### src/rtl/adc128s022_uart_tx_if.sv
// Request/status bundle for the ADC128S022 readout and UART back end.
// master = frame sequencer side, slave = the readout block.
interface adc128s022_uart_tx_if;
   logic        start_convert;
   logic        ADC_SDAT;
   logic        ADC_SCLK;
   logic        ADC_CS_N;
   logic        ADC_SADDR;
   logic [15:0] data_out;
   logic        TX_LAUNCH;
   logic        transmit_flg;
   logic        Tx_out;

   modport master (
      output start_convert, ADC_SDAT, TX_LAUNCH,
      input  ADC_SCLK, ADC_CS_N, ADC_SADDR,
      input  data_out, transmit_flg, Tx_out
   );

   modport slave (
      input  start_convert, ADC_SDAT, TX_LAUNCH,
      output ADC_SCLK, ADC_CS_N, ADC_SADDR,
      output data_out, transmit_flg, Tx_out
   );
endinterface

### src/rtl/adc128s022_uart_tx.sv
// ADC128S022 serial master plus 8N1 UART sending the low byte of the
// latest conversion; both halves share one clock and run independently.
module adc128s022_uart_tx #(
   parameter int         SCLK_DIV     = 25,
   parameter logic [2:0] CHANNEL      = 3'd0,
   parameter int         CLKS_PER_BIT = 434
) (
   input logic                  clk_in,
   input logic                  reset,
   adc128s022_uart_tx_if.slave  bus
);

   typedef enum logic [1:0] {A_IDLE, A_CONV, A_DONE} adc_st_e;
   typedef enum logic [1:0] {U_IDLE, U_START, U_DATA, U_STOP} uart_st_e;

   localparam logic [15:0] DIV_END = 16'(SCLK_DIV - 1);
   localparam logic [15:0] BIT_END = 16'(CLKS_PER_BIT - 1);

   adc_st_e     adc_st_q, adc_st_d;
   logic [15:0] adc_t_q, adc_t_d;
   logic [5:0]  tog_q, tog_d;
   logic [15:0] sh_q, sh_d;
   logic [15:0] data_q, data_d;
   logic        cs_n_q, cs_n_d;
   logic        sclk_q, sclk_d;
   logic        saddr_q, saddr_d;
   logic        sreq_q, sreq_d;
   logic        sarm_q, sarm_d;
   logic        s_acc;

   uart_st_e    u_st_q, u_st_d;
   logic [15:0] u_t_q, u_t_d;
   logic [2:0]  bit_q, bit_d;
   logic [7:0]  byte_q, byte_d;
   logic        tx_q, tx_d;
   logic        flg_q, flg_d;
   logic        treq_q, treq_d;
   logic        tarm_q, tarm_d;
   logic        t_acc;

   // Channel address occupies frame bits 2..4, MSB first.
   function automatic logic fbit(input logic [3:0] n);
      case (n)
         4'd2:    fbit = CHANNEL[2];
         4'd3:    fbit = CHANNEL[1];
         4'd4:    fbit = CHANNEL[0];
         default: fbit = 1'b0;
      endcase
   endfunction

   always_comb begin
      adc_st_d = adc_st_q;
      adc_t_d  = adc_t_q;
      tog_d    = tog_q;
      sh_d     = sh_q;
      data_d   = data_q;
      cs_n_d   = cs_n_q;
      sclk_d   = sclk_q;
      saddr_d  = saddr_q;
      sreq_d   = bus.start_convert;
      s_acc    = !sreq_q && sarm_q && (adc_st_q == A_IDLE);
      sarm_d   = s_acc ? 1'b0 : (sreq_q ? 1'b1 : sarm_q);
      unique case (adc_st_q)
         A_IDLE: begin
            cs_n_d = 1'b1;
            sclk_d = 1'b1;
            if (s_acc) begin
               adc_st_d = A_CONV;
               cs_n_d   = 1'b0;
               adc_t_d  = '0;
               tog_d    = '0;
            end
         end
         A_CONV: begin
            if (adc_t_q == DIV_END) begin
               adc_t_d = '0;
               tog_d   = tog_q + 6'd1;
               sclk_d  = ~sclk_q;
               if (sclk_q) saddr_d = fbit(tog_q[4:1]);
               else        sh_d    = {sh_q[14:0], bus.ADC_SDAT};
               if (tog_q == 6'd31) adc_st_d = A_DONE;
            end else begin
               adc_t_d = adc_t_q + 16'd1;
            end
         end
         A_DONE: begin
            if (adc_t_q == DIV_END) begin
               adc_t_d  = '0;
               cs_n_d   = 1'b1;
               data_d   = sh_q;
               adc_st_d = A_IDLE;
            end else begin
               adc_t_d = adc_t_q + 16'd1;
            end
         end
         default: adc_st_d = A_IDLE;
      endcase
   end

   always_comb begin
      u_st_d  = u_st_q;
      u_t_d   = u_t_q;
      bit_d   = bit_q;
      byte_d  = byte_q;
      tx_d    = tx_q;
      flg_d   = 1'b0;
      treq_d  = bus.TX_LAUNCH;
      t_acc   = !treq_q && tarm_q && (u_st_q == U_IDLE);
      tarm_d  = t_acc ? 1'b0 : (treq_q ? 1'b1 : tarm_q);
      unique case (u_st_q)
         U_IDLE: begin
            tx_d = 1'b1;
            if (t_acc) begin
               u_st_d = U_START;
               tx_d   = 1'b0;
               byte_d = data_q[7:0];
               u_t_d  = '0;
            end
         end
         U_START: begin
            if (u_t_q == BIT_END) begin
               u_t_d  = '0;
               u_st_d = U_DATA;
               bit_d  = '0;
               tx_d   = byte_q[0];
            end else begin
               u_t_d = u_t_q + 16'd1;
            end
         end
         U_DATA: begin
            if (u_t_q == BIT_END) begin
               u_t_d  = '0;
               byte_d = {1'b0, byte_q[7:1]};
               if (bit_q == 3'd7) begin
                  u_st_d = U_STOP;
                  tx_d   = 1'b1;
               end else begin
                  bit_d = bit_q + 3'd1;
                  tx_d  = byte_q[1];
               end
            end else begin
               u_t_d = u_t_q + 16'd1;
            end
         end
         U_STOP: begin
            if (u_t_q == BIT_END) begin
               u_t_d  = '0;
               u_st_d = U_IDLE;
               flg_d  = 1'b1;
            end else begin
               u_t_d = u_t_q + 16'd1;
            end
         end
         default: u_st_d = U_IDLE;
      endcase
   end

   always_ff @(posedge clk_in or posedge reset) begin
      if (reset) begin
         adc_st_q <= A_IDLE;
         adc_t_q  <= '0;
         tog_q    <= '0;
         sh_q     <= '0;
         data_q   <= '0;
         cs_n_q   <= 1'b1;
         sclk_q   <= 1'b1;
         saddr_q  <= 1'b0;
         sreq_q   <= 1'b1;
         sarm_q   <= 1'b1;
         u_st_q   <= U_IDLE;
         u_t_q    <= '0;
         bit_q    <= '0;
         byte_q   <= '0;
         tx_q     <= 1'b1;
         flg_q    <= 1'b0;
         treq_q   <= 1'b1;
         tarm_q   <= 1'b1;
      end else begin
         adc_st_q <= adc_st_d;
         adc_t_q  <= adc_t_d;
         tog_q    <= tog_d;
         sh_q     <= sh_d;
         data_q   <= data_d;
         cs_n_q   <= cs_n_d;
         sclk_q   <= sclk_d;
         saddr_q  <= saddr_d;
         sreq_q   <= sreq_d;
         sarm_q   <= sarm_d;
         u_st_q   <= u_st_d;
         u_t_q    <= u_t_d;
         bit_q    <= bit_d;
         byte_q   <= byte_d;
         tx_q     <= tx_d;
         flg_q    <= flg_d;
         treq_q   <= treq_d;
         tarm_q   <= tarm_d;
      end
   end

   assign bus.ADC_CS_N     = cs_n_q;
   assign bus.ADC_SCLK     = sclk_q;
   assign bus.ADC_SADDR    = saddr_q;
   assign bus.data_out     = data_q;
   assign bus.Tx_out       = tx_q;
   assign bus.transmit_flg = flg_q;

endmodule

### src/flat_wrapper.sv
// flat-port wrapper written by rule: the top's interface ports become plain ports
module adc128s022_uart_tx_flat 
#(
   parameter int         SCLK_DIV     = 25,
   parameter logic [2:0] CHANNEL      = 3'd0,
   parameter int         CLKS_PER_BIT = 434
)
  (clk_in, reset, bus_start_convert, bus_ADC_SDAT, bus_TX_LAUNCH, bus_ADC_SCLK, bus_ADC_CS_N, bus_ADC_SADDR, bus_data_out, bus_transmit_flg, bus_Tx_out);
  adc128s022_uart_tx_if bus_i ();
  input logic clk_in;
  input logic reset;
  input wire logic [$bits(bus_i.start_convert)-1:0] bus_start_convert;
  input wire logic [$bits(bus_i.ADC_SDAT)-1:0] bus_ADC_SDAT;
  input wire logic [$bits(bus_i.TX_LAUNCH)-1:0] bus_TX_LAUNCH;
  output wire logic [$bits(bus_i.ADC_SCLK)-1:0] bus_ADC_SCLK;
  output wire logic [$bits(bus_i.ADC_CS_N)-1:0] bus_ADC_CS_N;
  output wire logic [$bits(bus_i.ADC_SADDR)-1:0] bus_ADC_SADDR;
  output wire logic [$bits(bus_i.data_out)-1:0] bus_data_out;
  output wire logic [$bits(bus_i.transmit_flg)-1:0] bus_transmit_flg;
  output wire logic [$bits(bus_i.Tx_out)-1:0] bus_Tx_out;
  assign bus_i.start_convert = bus_start_convert;
  assign bus_i.ADC_SDAT = bus_ADC_SDAT;
  assign bus_i.TX_LAUNCH = bus_TX_LAUNCH;
  assign bus_ADC_SCLK = bus_i.ADC_SCLK;
  assign bus_ADC_CS_N = bus_i.ADC_CS_N;
  assign bus_ADC_SADDR = bus_i.ADC_SADDR;
  assign bus_data_out = bus_i.data_out;
  assign bus_transmit_flg = bus_i.transmit_flg;
  assign bus_Tx_out = bus_i.Tx_out;
  adc128s022_uart_tx #(.SCLK_DIV(SCLK_DIV), .CHANNEL(CHANNEL), .CLKS_PER_BIT(CLKS_PER_BIT)) u_core (.clk_in(clk_in), .reset(reset), .bus(bus_i));
endmodule
### config.mk
export PLATFORM = sky130hd
export DESIGN_NAME = adc128s022_uart_tx_flat
export DESIGN_NICKNAME = d
export VERILOG_FILES = /design/src/rtl/adc128s022_uart_tx_if.sv /design/src/rtl/adc128s022_uart_tx.sv /design/src/flat_wrapper.sv
export SDC_FILE = /design/constraint.sdc
export NUM_CORES = 1
export LEC_CHECK = 0
export BUFFER_PORTS_ARGS = -buffer_cell sky130_fd_sc_hd__buf_2
export CAP_MARGIN = 5
export CORE_ASPECT_RATIO = 1.2
export CORE_MARGIN = 4
export CORE_UTILIZATION = 60
export DETAILED_ROUTE_END_ITERATION = 12
export HOLD_SLACK_MARGIN = 0.03
export PLACE_DENSITY = 0.79
export SYNTH_ARGS = -nofsm -noshare
export SYNTH_HDL_FRONTEND = slang
export SYNTH_SLANG_ARGS = --single-unit
### constraint.sdc
create_clock -name clk_in -period 3.7 [get_ports clk_in]
set_input_delay 0.925 -clock clk_in [delete_from_list [all_inputs] [get_ports clk_in]]
set_output_delay 0.925 -clock clk_in [all_outputs]
set_load 0.01 [all_outputs]
After elaboration in Yosys (flattened, before gate mapping)
Cells that the tools add are included.
{"block": "classes", "bitwise_logic": 1, "add_sub_neg": 4, "eq_ne": 19, "n_reduce_logical": 29, "muxes": 43}
{"op": "$mux 16", "count": 4}
{"op": "$pmux 16 s2", "count": 2}
{"op": "$add 16x1->16 const B", "count": 2}
{"op": "$mux 2", "count": 9}
{"op": "$ne 2x1->1 const B", "count": 9}
{"op": "$eq 16x5->1 const B", "count": 1}
{"op": "$eq 16x9->1 const B", "count": 1}
{"op": "$mux 8", "count": 2}
{"op": "$pmux 8 s2", "count": 1}
{"op": "$reduce_bool 2->1", "count": 7}
{"op": "$mux 1", "count": 13}
{"op": "$mux 6", "count": 2}
{"op": "$pmux 6 s2", "count": 1}
{"op": "$reduce_and 3->1", "count": 4}
{"op": "$mux 3", "count": 3}
{"op": "$pmux 2 s4", "count": 1}
{"op": "$reduce_and 2->1", "count": 4}
{"op": "$reduce_and 4->1", "count": 2}
{"op": "$add 6x1->6 const B", "count": 1}
{"op": "$eq 2x2->1 const B", "count": 3}
{"op": "$eq 6x5->1 const B", "count": 1}
{"op": "$pmux 2 s3", "count": 1}
{"op": "$pmux 3 s2", "count": 1}
{"op": "$reduce_and 5->1", "count": 1}
{"op": "13 further kinds", "count": 20}
{"block": "totals", "output_inout_bits": 21, "input_bits": 5, "reg_bits": 93, "word_cells": 113}

Logic depth before layout (Yosys ltp)
{"block": "depth", "depth_word": 5, "mapped_depth": 9, "mapped_depth_nobuf": 7}

Worst setup path before layout
Ideal clock, no wire load.
{"block": "synth_timing", "kind": "flip-flop to flip-flop", "from": "register u_core.adc_t_q[0]", "to": "register u_core.sh_q[10]", "setup_ns": 0.125, "stages_incl_launch_ff": 9, "t_required_ns": 3.575, "slack_ns": 1.110, "path_buffers": 2, "period_less_slack_ns": 2.590, "arrival_time_ns": 2.465, "path_cell_list": "dfrtp_1 inv_1 ha_1 or3b_2 or4_1 buf_4 nor3_4 buf_12 mux2_4"}
{"block": "synth_between", "elab_chain_len": 2}
{"item": "start, declared", "line": "adc128s022_uart_tx.sv:20", "rtl": "logic [15:0] adc_t_q, adc_t_d;"}
{"item": "start signal, assigned", "line": "adc128s022_uart_tx.sv:180", "rtl": "adc_t_q <= adc_t_d;"}
{"item": "$eq 16x5->1", "line": "adc128s022_uart_tx.sv:75", "rtl": "if (adc_t_q == DIV_END) begin"}
{"item": "$reduce_and 3->1 (no line)"}
{"item": "end signal, assigned", "line": "adc128s022_uart_tx.sv:163", "rtl": "sh_q <= '0;"}
{"item": "end signal, assigned", "line": "adc128s022_uart_tx.sv:182", "rtl": "sh_q <= sh_d;"}
{"item": "end, declared", "line": "adc128s022_uart_tx.sv:22", "rtl": "logic [15:0] sh_q, sh_d;"}
No other way between the ends.
A chain may end at the register's enable or synchronous reset.

Worst setup path in the final report
{"block": "layout_timing", "from": "register u_core.adc_t_q[0]", "to": "register u_core.sh_q[1]"}
Same word-level chain as after synthesis.

==> results.json <==
{
  "holdWs_ns": 0.492,
  "drtIter0Drc": 149,
  "antenna_found_initial": 0,
  "ys_ff_latch": 93,
  "r2r_end": "u_core.sh_q[1]",
  "grt_pass1_vias": 3433,
  "vdd_drop_max_v": 0.000563,
  "root_buffer": "clkbuf_8",
  "finalClockSkew_ns": 0.0178,
  "synth_compound_area_share_pct": 14.9,
  "worstHoldPathType": "reg -> reg",
  "wl_um": 9090,
  "synth-seq-area-share_pct": 50.8,
  "place_inst": 548,
  "syn_inst": 443,
  "cts_setup_buffers": 0,
  "netlist.area_leader.share_pct": 46.8,
  "yosys.area_share.simple_pct": 16.5,
  "netlist_top_cells_count": "dfrtp_1, o21ai_0, nand2_1",
  "reg2reg_slack_ns": 0.94,
  "synth-xor-area-share_pct": 0.762,
  "cp.arrival_ns": 3.02,
  "yosys.area_share.adder_pct": 4.08,
  "synth_edf_count": 0,
  "hold_start": "u_core.u_t_q[15]",
  "syn_area_per_cell_sq_um": 10.4,
  "clock_power_share_pct": 22.9,
  "p_per_area_nw_per_um2": 579,
  "io_pins": 26,
  "worstHoldPathCells": 1,
  "period_needed_ns": 2.76,
  "setup_slack_ns": 0.941,
  "finalSetupViolCount": 0,
  "yosys_warnings": 0,
  "max_freq_mhz": 362,
  "slew_headroom_pct": 43.8,
  "synth_area_leaders": "dfrtp_1, mux2_2, o21ai_0, ha_1, dfstp_2",
  "gp_congestion": 0.867,
  "synth_top_family_by_area": "simple AND/OR/NAND/NOR gates",
  "reg2reg_from": "u_core.adc_t_q[0]",
  "synthMuxAreaShare_pct": 9.82,
  "maxCapViolCount": 0,
  "post-synth-top-count-cell": "dfrtp_1",
  "syn_area_sq_um": 4600,
  "die_area_sq_um": 9130,
  "critical_path.max_fanout": 16,
  "combPwrFrac_pct": 33.7,
  "final_cells": 564,
  "clk_pin_slew_ns": 0.10,
  "route.vias.total": 3484,
  "fp.dieH_um": 104,
  "area_delta_synth_final_pct": 8.27,
  "rsz0062_at_grt": "false",
  "grt_util_all_layers_pct": 21.0,
  "grt-ovfl-total": 0,
  "placeableCoreArea_sq_um": 7360,
  "reg2regPathDepth": 7,
  "grt_pass1_wl_um": 15500,
  "hpwl_um": 6400,
  "yosys.cell_types.count": 52,
  "whs_endpoint": "u_core.u_t_q[15]",
  "clockBufferDepth": 2,
  "grt_max_degree": 35,
  "io_buffers": 24,
  "rows": 34,
  "start_kind": "flop",
  "final_nets": 489,
  "cts_resized": 0,
  "internal_power_mw": 1.75,
  "synth_fp_nets": 463,
  "routed_via_density": 6.18,
  "drc": 0,
  "setup_tns_ns": 0,
  "synthArstFlopShare_pct": 100,
  "post-route-util_pct": 67.6,
  "finalCritPeriodShare_pct": 74.6,
  "htreeDepth": 3,
  "cts.sinks": 93,
  "swShare_pct": 39.2,
  "cts_tree": "yes",
  "power.leakage_nw": 2.30,
  "power_frac_seq_pct": 43.4,
  "hold_viol": 0,
  "dp_slack_ns": 0.943,
  "critPathRequiredTime_ns": 3.96,
  "cts_hold_buf": 0,
  "synth_top_cell_by_area": "dfrtp_1",
  "die_w_um": 87.9,
  "crit_path_end_kind": "flop",
  "antenna_cells": 0,
  "cts_buffers": 9,
  "synth_ff_type": "dfrtp_1",
  "drt_first_pass_iters": 4,
  "critPathKind": "reg -> reg",
  "postRouteAntennaNets": 0,
  "insertion_delay_ns": 0.38,
  "wl_per_cell_um": 16.1,
  "status": "finished, final reports clean",
  "drv_slew": 0,
  "switchingPower_mw": 1.13,
  "tightest_slew_ns": 0.840,
  "start_util_pct": 62.5,
  "final_layout_size_suffix_gt1_share_pct": 20.5
}
==> worst max-delay path, cell delays in order (launching register included) <==
cell	delay, ns
dfrtp_1	0.43
inv_1	0.07
ha_1	0.13
or3b_2	0.47
or4_1	0.72
nor3_4	0.17
buf_4	0.29
mux2_2	0.37
==> state kept, by name, indices dropped and copies added, names as in the netlist <==
name	count
u_core.bit_q	3
u_core.bus.ADC_CS_N	1
u_core.tog_q	6
u_core.u_t_q	16
u_core.adc_st_q	2
u_core.bus.transmit_flg	1
u_core.sarm_q	1
u_core.byte_q	8
u_core.bus.Tx_out	1
u_core.treq_q	1
u_core.tarm_q	1
u_core.bus.data_out	16
u_core.bus.ADC_SCLK	1
u_core.adc_t_q	16
u_core.sreq_q	1
u_core.sh_q	16
u_core.u_st_q	2
==> power groups by stage <==
stage	Combinational, mW	Clock [mW]	Sequential, mW
after floorplan	0.743	0	1.25
after global placement	0.933	0	1.26
after detailed placement	0.961	0	1.27
after CTS	0.968	0.672	1.25
after global routing	1.10	0.707	1.27
final	0.972	0.658	1.25
==> cell usage in the layout, fill, tap and decap left out, types with 4 or more instances in the layout <==
master    count
dfrtp_1      86
o21ai_0      56
nand2_1      47
mux2_2       25
buf_2        24
nor2_1       21
nand3_1      19
a21oi_1      17
inv_1        16
nor3_1       16
ha_1         15
mux2_4       10
o22ai_1       9
clkbuf_8      9
and3_1        8
nand4_1       8
a22o_1        8
dfstp_2       7
a31oi_1       5
o31ai_1       5
buf_4         5
or4_1         4
nor4_1        4
==> kinds of logic (layout without fill, tap and decap cells) <==
group	Yosys count	count (layout)
other cells	1	1
fa+ha+maj	15	15
buf+inv	31	62
flops	93	93
simple gates	147	147
compound gates	115	115
mux	37	37
xor+xnor	4	4
==> how the worst max path moves through the flow <==
| stage | start | end | slack, ns | depth (start not counted) |
|---|---|---|---|---|
| finish | u_core.adc_t_q[0] | u_core.sh_q[1] | 0.94 | 7 |
| global route | u_core.adc_t_q[0] | u_core.bus.data_out[5] | 0.74 | 6 |
| CTS | u_core.adc_t_q[0] | u_core.sh_q[1] | 0.94 | 7 |
| detailed placement | u_core.adc_t_q[0] | u_core.sh_q[1] | 0.94 | 7 |
| global placement | u_core.adc_t_q[0] | u_core.sh_q[0] | 1.01 | 7 |
| floorplan | reset | u_core.adc_st_q[0] | 0.37 | 1 |
==> through the flow <==
step / cell area [sq um] / total power [mW]
final: 4980 / 2.88
after global routing: 4980 / 3.07
after CTS: 4980 / 2.89
after detailed placement: 4790 / 2.23
after global placement: 4790 / 2.19
after floorplan: 4600 / 1.99
==> per-layer routing <==
layer	vias to the layer above	share of wire, %	global-route usage [%]
li1	1663	-	-
met1	1740	44	26.6
met2	69	51	35.1
met3	12	3.3	3.41
met4	0	1.8	8.99
met5	-	0	0
==> final cells by class <==
type | instances | area [sq um]
clock buffers | 9 | 124
clock inverters | 7 | 62.6
fillers | 560 | 2380
inverters | 17 | 65.1
multi-input cells | 319 | 2120
flip-flops and latches | 93 | 2340
well taps | 90 | 113
repair buffers | 29 | 158
(Power assumes the default switching activity.)
